[config.mk]
export PLATFORM = sky130hd
export DESIGN_NAME = branch_predictor
export DESIGN_NICKNAME = d
export VERILOG_FILES = /design/src/rtl/branch_predictor.sv
export SDC_FILE = /design/constraint.sdc
export NUM_CORES = 1
export LEC_CHECK = 0
export ABC_AREA = 1
export BUFFER_PORTS_ARGS = -buffer_cell sky130_fd_sc_hd__buf_2
export CAP_MARGIN = 20
export CORE_UTILIZATION = 50
export DETAILED_ROUTE_END_ITERATION = 10
export PLACE_DENSITY = 0.64
export SLEW_MARGIN = 15
export SYNTH_ARGS = -nofsm -noshare
export SYNTH_HDL_FRONTEND = slang
export SYNTH_SLANG_ARGS = --single-unit
export TNS_END_PERCENT = 5
[constraint.sdc]
create_clock -name clk -period 4.64 [get_ports clk]
set_input_delay 0.464 -clock clk [delete_from_list [all_inputs] [get_ports clk]]
set_output_delay 0.464 -clock clk [all_outputs]
set_load 0.005 [all_outputs]
[src/rtl/branch_predictor.sv]
// Fetch-stage dynamic branch predictor: direct-mapped 2-bit counter table plus BTB,
// with the prediction carried F->D->E and trained from the resolved branch in Execute.
module branch_predictor #(
    parameter int INDEX_BITS = 4,
    parameter int ADDR_W     = 32
) (
    input  logic              clk,
    input  logic              reset,
    input  logic [ADDR_W-1:0] PCF,
    output logic              PredictTakenF,
    output logic [ADDR_W-1:0] PredTargetF,
    input  logic              StallD,
    input  logic              FlushD,
    input  logic              FlushE,
    output logic              prediction_E,
    output logic [ADDR_W-1:0] PredTargetE,
    input  logic              BranchE,
    input  logic              BranchTakenE_for_predictor,
    input  logic [ADDR_W-1:0] PCE,
    input  logic [ADDR_W-1:0] BranchTargetE
);

    localparam int unsigned ENTRIES = 2 ** INDEX_BITS;
    localparam int          TAG_W   = ADDR_W - INDEX_BITS - 2;

    logic              r_valid  [ENTRIES];
    logic [TAG_W-1:0]  r_tag    [ENTRIES];
    logic [ADDR_W-1:0] r_target [ENTRIES];
    logic [1:0]        r_ctr    [ENTRIES];

    logic              r_pred_d;
    logic [ADDR_W-1:0] r_tgt_d;
    logic              r_pred_e;
    logic [ADDR_W-1:0] r_tgt_e;

    logic [INDEX_BITS-1:0] w_idx_f;
    logic [TAG_W-1:0]      w_tag_f;
    logic [INDEX_BITS-1:0] w_idx_e;
    logic [TAG_W-1:0]      w_tag_e;
    logic                  w_hit_f;
    logic                  w_unused_lsbs;

    assign w_idx_f       = PCF[INDEX_BITS+1:2];
    assign w_tag_f       = PCF[ADDR_W-1:INDEX_BITS+2];
    assign w_idx_e       = PCE[INDEX_BITS+1:2];
    assign w_tag_e       = PCE[ADDR_W-1:INDEX_BITS+2];
    assign w_unused_lsbs = ^{PCF[1:0], PCE[1:0]};

    // Lookup sees pre-update contents; a same-cycle update is visible next cycle.
    always_comb begin
        w_hit_f       = r_valid[w_idx_f] && (r_tag[w_idx_f] == w_tag_f);
        PredictTakenF = w_hit_f && r_ctr[w_idx_f][1];
        PredTargetF   = w_hit_f ? r_target[w_idx_f] : '0;
    end

    // Counters are per index: a BTB replacement on a taken branch keeps the counter.
    always_ff @(posedge clk or negedge reset) begin
        if (!reset) begin
            for (int unsigned i = 0; i < ENTRIES; i++) begin
                r_valid[i]  <= 1'b0;
                r_tag[i]    <= '0;
                r_target[i] <= '0;
                r_ctr[i]    <= 2'b01;
            end
        end else if (BranchE) begin
            if (BranchTakenE_for_predictor) begin
                if (r_ctr[w_idx_e] != 2'b11)
                    r_ctr[w_idx_e] <= r_ctr[w_idx_e] + 2'b01;
                r_valid[w_idx_e]  <= 1'b1;
                r_tag[w_idx_e]    <= w_tag_e;
                r_target[w_idx_e] <= BranchTargetE;
            end else if (r_ctr[w_idx_e] != 2'b00) begin
                r_ctr[w_idx_e] <= r_ctr[w_idx_e] - 2'b01;
            end
        end
    end

    always_ff @(posedge clk or negedge reset) begin
        if (!reset) begin
            r_pred_d <= 1'b0;
            r_tgt_d  <= '0;
        end else if (FlushD) begin
            r_pred_d <= 1'b0;
            r_tgt_d  <= '0;
        end else if (!StallD) begin
            r_pred_d <= PredictTakenF;
            r_tgt_d  <= PredTargetF;
        end
    end

    always_ff @(posedge clk or negedge reset) begin
        if (!reset) begin
            r_pred_e <= 1'b0;
            r_tgt_e  <= '0;
        end else if (FlushE) begin
            r_pred_e <= 1'b0;
            r_tgt_e  <= '0;
        end else begin
            r_pred_e <= r_pred_d;
            r_tgt_e  <= r_tgt_d;
        end
    end

    assign prediction_E = r_pred_e;
    assign PredTargetE  = r_tgt_e;

endmodule
# After elaboration in Yosys (flattened, before gate mapping)
# Index checks and enable logic that the tools add are counted.
# W data, S select, Z words.
dict set report word_totals {
  ff_bits 1042
  input_bits 103
  output_inout_bits 66
  elab_cells 124
}
dict set report classes {
  add_sub_neg 2
  n_lt_le_gt_ge 3
  n_eq_ne 4
  mux 37
  bitwise 3
  reduce_logical 7
}
# operator n
set ops {}
lappend ops {{$bwmux W512} 1}
lappend ops {{$bwmux W416} 1}
lappend ops {{$mux W32} 10}
lappend ops {{$bmux W32 S4} 1}
lappend ops {{$demux W32 S4} 1}
lappend ops {{$bmux W26 S4} 1}
lappend ops {{$demux W26 S4} 1}
lappend ops {{$mux W26} 3}
lappend ops {{$bwmux W32} 2}
lappend ops {{$eq A26 B26 Y1} 1}
lappend ops {{$bmux W2 S4} 2}
lappend ops {{$or A16 B16 Y16} 1}
lappend ops {{$ge A5 B5 Y1 const B} 2}
lappend ops {{$mux W2} 5}
lappend ops {{$not A4 Y5} 2}
lappend ops {{$demux W2 S4} 1}
lappend ops {{$mux W1} 6}
lappend ops {{$lt A5 B1 Y1 const B} 1}
lappend ops {{$bmux W1 S4} 1}
lappend ops {{$demux W1 S4} 1}
lappend ops {{$ne A2 B1 Y1 const B} 2}
lappend ops {{$reduce_bool A2 Y1} 2}
lappend ops {{$logic_and A1 B1 Y1} 3}
lappend ops {{$reduce_and A3 Y1} 1}
lappend ops {{other kinds (4)} 4}

# Depth between registers and ports, before layout
dict set report logic_depth {
  depth_word 9
  ltp_mapped 20
  mapped_depth_nobuf 16
}

# Worst setup path after synthesis
# Ideal clock, no wire load.
dict set report synth_timing {
  kind {input port to flip-flop}
  startpoint {input port PCE[3]}
  endpoint {register r_ctr[11] (netlist name)}
  setup_time_ns 0.133
  arrival_time_ns 2.685
  required_time_ns 4.507
  path_slack_ns 1.822
  stages 16
  n_path_buf 3
  path_cell_list {clkbuf_1 nor2_1 inv_1 o22ai_1 o21ai_0 nand4_1 inv_1 clkbuf_1 ha_1 nand2_1 nand2_1 a21oi_1 clkbuf_1 nand2_1 nand2_1 o21ai_0}
}
dict set report synth_between {
  elab_chain_cells 8
  word_cells_on_any_way 21
  classes_between {add/sub (2); order compare (2); eq/ne (2); mux (10); bitwise (1); reduce/logical (4)}
}
# element line_no
set synth_lines {}
lappend synth_lines {{from (decl)} 19} ;# input logic [ADDR_W-1:0] PCE,
lappend synth_lines {{$not A4 Y5 (not written as such) *} --}
lappend synth_lines {{$bmux W2 S4 (tied with other cells)} --}
lappend synth_lines {{$mux W2 (not written as such) / $logic_and A1 B1 Y1 (equally long branches)} --}
lappend synth_lines {{$mux W2, on equally long branches} --}
lappend synth_lines {{$sub A2 B1 Y2 (tied with other cells)} 73} ;# r_ctr[w_idx_e] <= r_ctr[w_idx_e] - 2'b01;
lappend synth_lines {{$bwmux W32, on equally long branches} {73, 68}}
lappend synth_lines {{$mux W32, on equally long branches} {72, 67}}
lappend synth_lines {{$mux W32} 66} ;# if (BranchTakenE_for_predictor) begin
lappend synth_lines {{to (signal, indexed assignment)} 68} ;# r_ctr[w_idx_e] <= r_ctr[w_idx_e] + 2'b01;
lappend synth_lines {{to (signal, indexed assignment)} 73}
lappend synth_lines {{to (decl)} 29} ;# logic [1:0] r_ctr [ENTRIES];
# Every way passes the cells marked *; elsewhere a longest branch is shown, timed or not. The select of a mux whose other input is x is not followed.
# A chain may end at the register's enable or synchronous reset.

# Worst setup path in the final report
dict set report layout_timing {
  startpoint {input port PCF[3]}
  endpoint {output port PredictTakenF}
}
dict set report layout_between {
  elab_chain_cells 7
  word_cells_on_any_way 13
  classes_between {eq/ne (1); mux (9); bitwise (1); reduce/logical (2)}
}
# element line_no
set layout_lines {}
lappend layout_lines {{from (decl)} 9} ;# input logic [ADDR_W-1:0] PCF,
lappend layout_lines {{$not A4 Y5 (not written as such) *} {51, 52}}
lappend layout_lines {{$bmux W26 S4} 51} ;# w_hit_f = r_valid[w_idx_f] && (r_tag[w_idx_f] == w_tag_f);
lappend layout_lines {{$mux W26 (not written as such) (2 in a row)} 51}
lappend layout_lines {{$eq A26 B26 Y1} 51}
lappend layout_lines {{$logic_and A1 B1 Y1} 51}
lappend layout_lines {{$logic_and A1 B1 Y1 *} 52} ;# PredictTakenF = w_hit_f && r_ctr[w_idx_f][1];
lappend layout_lines {{to (decl)} 10} ;# output logic PredictTakenF,
# Marks and branches as above.

==> results.sh <==
export IMPL_wirelength_um=140700
export IMPL_antenna_found_initial=5
export IMPL_fin_setup_tns_ns=0
export IMPL_final_hold_violation_count=0
export IMPL_irDropWorstVdd_mv=0.2987
export IMPL_slowest_stage="buf_12"
export IMPL_dr_pass1_iters=6
export IMPL_fin_crit_ns=4.066
export IMPL_vias_per_cell=5.585
export IMPL_syn_area_sq_um=47280
export IMPL_cts_tree="yes"
export IMPL_drt_iter0_drc=4484
export IMPL_dieArea_sq_um=95800
export IMPL_cts_max_path_buffers=3
export IMPL_yosys_area_top_type_share=0.5430
export IMPL_end_kind="primary output"
export IMPL_antenna_left=0
export IMPL_core_sq_um=93470
export IMPL_critPathLaunchType="primary input"
export IMPL_clock_fmax_ghz=0.2459
export IMPL_drc=0
export IMPL_gp_congestion=0.8306
export IMPL_pin_count=169
export IMPL_period_share=0.8764
export IMPL_power_density_nw_per_um2=456.8
export IMPL_synth_seq_cells=1042
export IMPL_cpMostUsedCell="nand3_1"
export IMPL_syn_avg_cell_area_sq_um=8.123
export IMPL_fin_nets=5814
export IMPL_htree_levels=3
export IMPL_ys_seq_area_frac=0.5519
export IMPL_die_h_um=309.5
export IMPL_synth_cells=5821
export IMPL_fin_ws_ns=0.5735
export IMPL_crit_type="in -> out"
export IMPL_cp_max_fo=84
export IMPL_cp_arrival_ns=3.60
export IMPL_synthTopCellsByArea="dfrtp_1, nand2_1, o21ai_0"
export IMPL_path_delay_family="simple AND/OR/NAND/NOR gates"
export IMPL_drv_slew=0
export IMPL_start_util=0.5059
export IMPL_ys_types=32
export IMPL_cp_num_buf_inv=4
export IMPL_grt_max_degree=139
export IMPL_vias=39400
export IMPL_grt_ovfl_total=0
export IMPL_tightest_slew_ns=1.159
export IMPL_grt_pass1_wl_um=219700
export IMPL_clk_latency_ns=0.70
export IMPL_portBuffers=164
export IMPL_die_x_um=309.5
export IMPL_yosysWarnings=0
export IMPL_required_ns=4.18
export IMPL_setup_viol=0
export IMPL_cts_root_buf="clkbuf_16"
export IMPL_holdCritPathClass="in -> reg"
export IMPL_rsz0062_at_grt="false"
export IMPL_max_stage_delay_ns=0.41
export IMPL_slew_headroom=0.2273
export IMPL_status="finished, final reports clean"
export IMPL_synth_area_leader_cell="dfrtp_1"
export IMPL_cts_buffers=111
export IMPL_clock_skew_ns=0.02753
export IMPL_drive_gt1_frac=0.08589
export IMPL_cap_violations=0
export IMPL_clock_sinks=1042
export IMPL_synthesis_nets=5926
export IMPL_wl_per_cell_um=19.94
export IMPL_dp_hpwl_um=76880
export IMPL_row_count=112
export IMPL_syn2layout_area_growth_pct=10.83
export IMPL_cp_cell_sequence="clkbuf_8 > buf_12 > nand3_1 > nand3_1 > nand3_1 > nand3_1 > nand2_1 > nor2_1 > nand2_1 > nor2_1 > nand2_1 > nor2_8 > inv_2 > nor2_1 > buf_2"
export IMPL_grt_pass1_vias=36640
export IMPL_fin_util=0.5606
export IMPL_post_place_ws_ns=0.6498
export IMPL_grtUsageTotal=0.2978
export IMPL_path_clk_slew_ns=0.07
export IMPL_leakage_uw=0.02549
## cells in the mapped netlist
| master | number |
|---|---|
| nor2_4 | 10 |
| nand3_1 | 287 |
| a221oi_1 | 124 |
| o22ai_1 | 9 |
| clkbuf_1 | 324 |
| xor2_1 | 1 |
| nand4_1 | 2 |
| nand3_2 | 1 |
| buf_6 | 17 |
| o21ai_1 | 14 |
| o211ai_1 | 20 |
| nor2_1 | 157 |
| ha_1 | 2 |
| buf_8 | 2 |
| inv_1 | 326 |
| buf_2 | 61 |
| or2_2 | 4 |
| nand3b_1 | 2 |
| buf_4 | 10 |
| inv_2 | 2 |
| nand2_1 | 1980 |
| or2_0 | 1 |
| a21oi_1 | 258 |
| nor2_8 | 1 |
| dfstp_2 | 16 |
| o21ai_0 | 1081 |
| nor2_2 | 20 |
| and2_0 | 1 |
| inv_4 | 1 |
| buf_1 | 58 |
| dfrtp_1 | 1026 |
| o221ai_1 | 3 |
## sequential cells by signal, indices dropped and copies added (netlist names), named ones only
signal and count:
r_target 512, r_tag 416, PredTargetE 32, r_tgt_d 32, r_ctr 16, r_valid 16, prediction_E 1, r_pred_d 1
## stage by stage
stage / cell area, sq um / total power, uW / std cells / hold slack, ns
finish: 52400 / 23940 / 7054 / 0.2611
global route: 52400 / 25200 / 7053 / 0.2822
CTS: 52400 / 24060 / 7052 / 0.2289
detailed placement: 48690 / 15050 / 6849 / 0.4370
global placement: 48690 / 14920 / 6849 / 0.4330
floorplan: 47280 / 13920 / 5821 / 0.1684
## worst paths after layout
kind | from | to | slack [ns] | cells after the start
worst max-delay path | PCF[3] | PredictTakenF | 0.57 | 15
min in group asynchronous | reset | r_tag[121]$_DFFE_PN0P_ | 0.42 | 2
max in group asynchronous | reset | PredTargetE[30]$_DFF_PN0_ | 2.90 | 3
worst min register to register | r_valid[10]$_DFFE_PN0P_ | r_valid[10]$_DFFE_PN0P_ | 0.45 | 2
worst min-delay path | PCE[9] | r_tag[159]$_DFFE_PN0P_ | 0.26 | 3
worst max register to register | r_tag[233]$_DFFE_PN0P_ | r_tgt_d[19]$_DFFE_PN0P_ | 1.99 | 15
## where the power goes
| part | total, uW | leakage (uW) | internal [uW] | switching [uW] |
|---|---|---|---|---|
| clock | 9000 | 0.00183 | 5290 | 3710 |
| sequential | 11600 | 0.0135 | 10700 | 859 |
| combinational | 3340 | 0.0102 | 1240 | 2100 |
## routing by layer
| metal | GRT usage | wire length (um) |
|---|---|---|
| met1 | 0.4266 | 62890 |
| met2 | 0.4648 | 64020 |
| met3 | 0.04365 | 9274 |
| met4 | 0.09959 | 4474 |
| met5 | 0 | 23 |
## what timing repair did
item                                    in CTS  in global routing
gates resized for setup                      0                  0
setup buffers                                0                  0
endpoints found under the hold margin       68                  0
endpoints found under the setup margin       0                  0
hold buffers                                 1                  0
## layout make-up
cell class,count,area [sq um]
antenna,2,5.005
clock buffer,167,3311
clock inverter,35,384.1
fill,8767,41070
inverter,329,1265
multi-input combinational,3978,18040
sequential,1042,26100
tap,1254,1569
timing repair buffer,247,1734
## placed cells by master (no fill, tap or decap), types with 2 or more instances in the layout
master	instances
o221ai_1	3
buf_4	63
nor2_1	155
o21ai_0	1081
diode_2	2
o211ai_1	20
inv_6	4
dfstp_2	16
clkinvlp_4	3
buf_8	2
a221oi_1	124
nand3b_1	2
ha_1	2
clkbuf_16	113
a21oi_1	258
nand2_1	1964
clkinv_2	22
nor2_4	10
bufinv_16	7
nand4_1	2
nand2_4	16
dfrtp_1	1026
buf_2	159
inv_1	323
o22ai_1	9
o21ai_1	14
nor2_2	22
inv_16	2
or2_2	4
inv_2	2
clkbuf_1	26
buf_12	20
clkbuf_8	29
nand3_1	287
## tightest hold or removal path, stage by stage
cell     delay [ns]
buf_2          0.07
inv_1          0.18
o21ai_0        0.21
## cells by family after synthesis
| group | after synthesis | share of synthesized area |
|---|---|---|
| AND/OR/NAND/NOR | 2466 | 0.2071 |
| AO/OA/AOI/OAI | 1509 | 0.1711 |
| flip-flops | 1042 | 0.5519 |
| buffers and inverters | 801 | 0.06922 |
| adder cells (fa/ha/maj) | 2 | 0.0005292 |
| XOR/XNOR | 1 | 0.0001853 |
No activity file was read; power rests on OpenSTA's default activity.
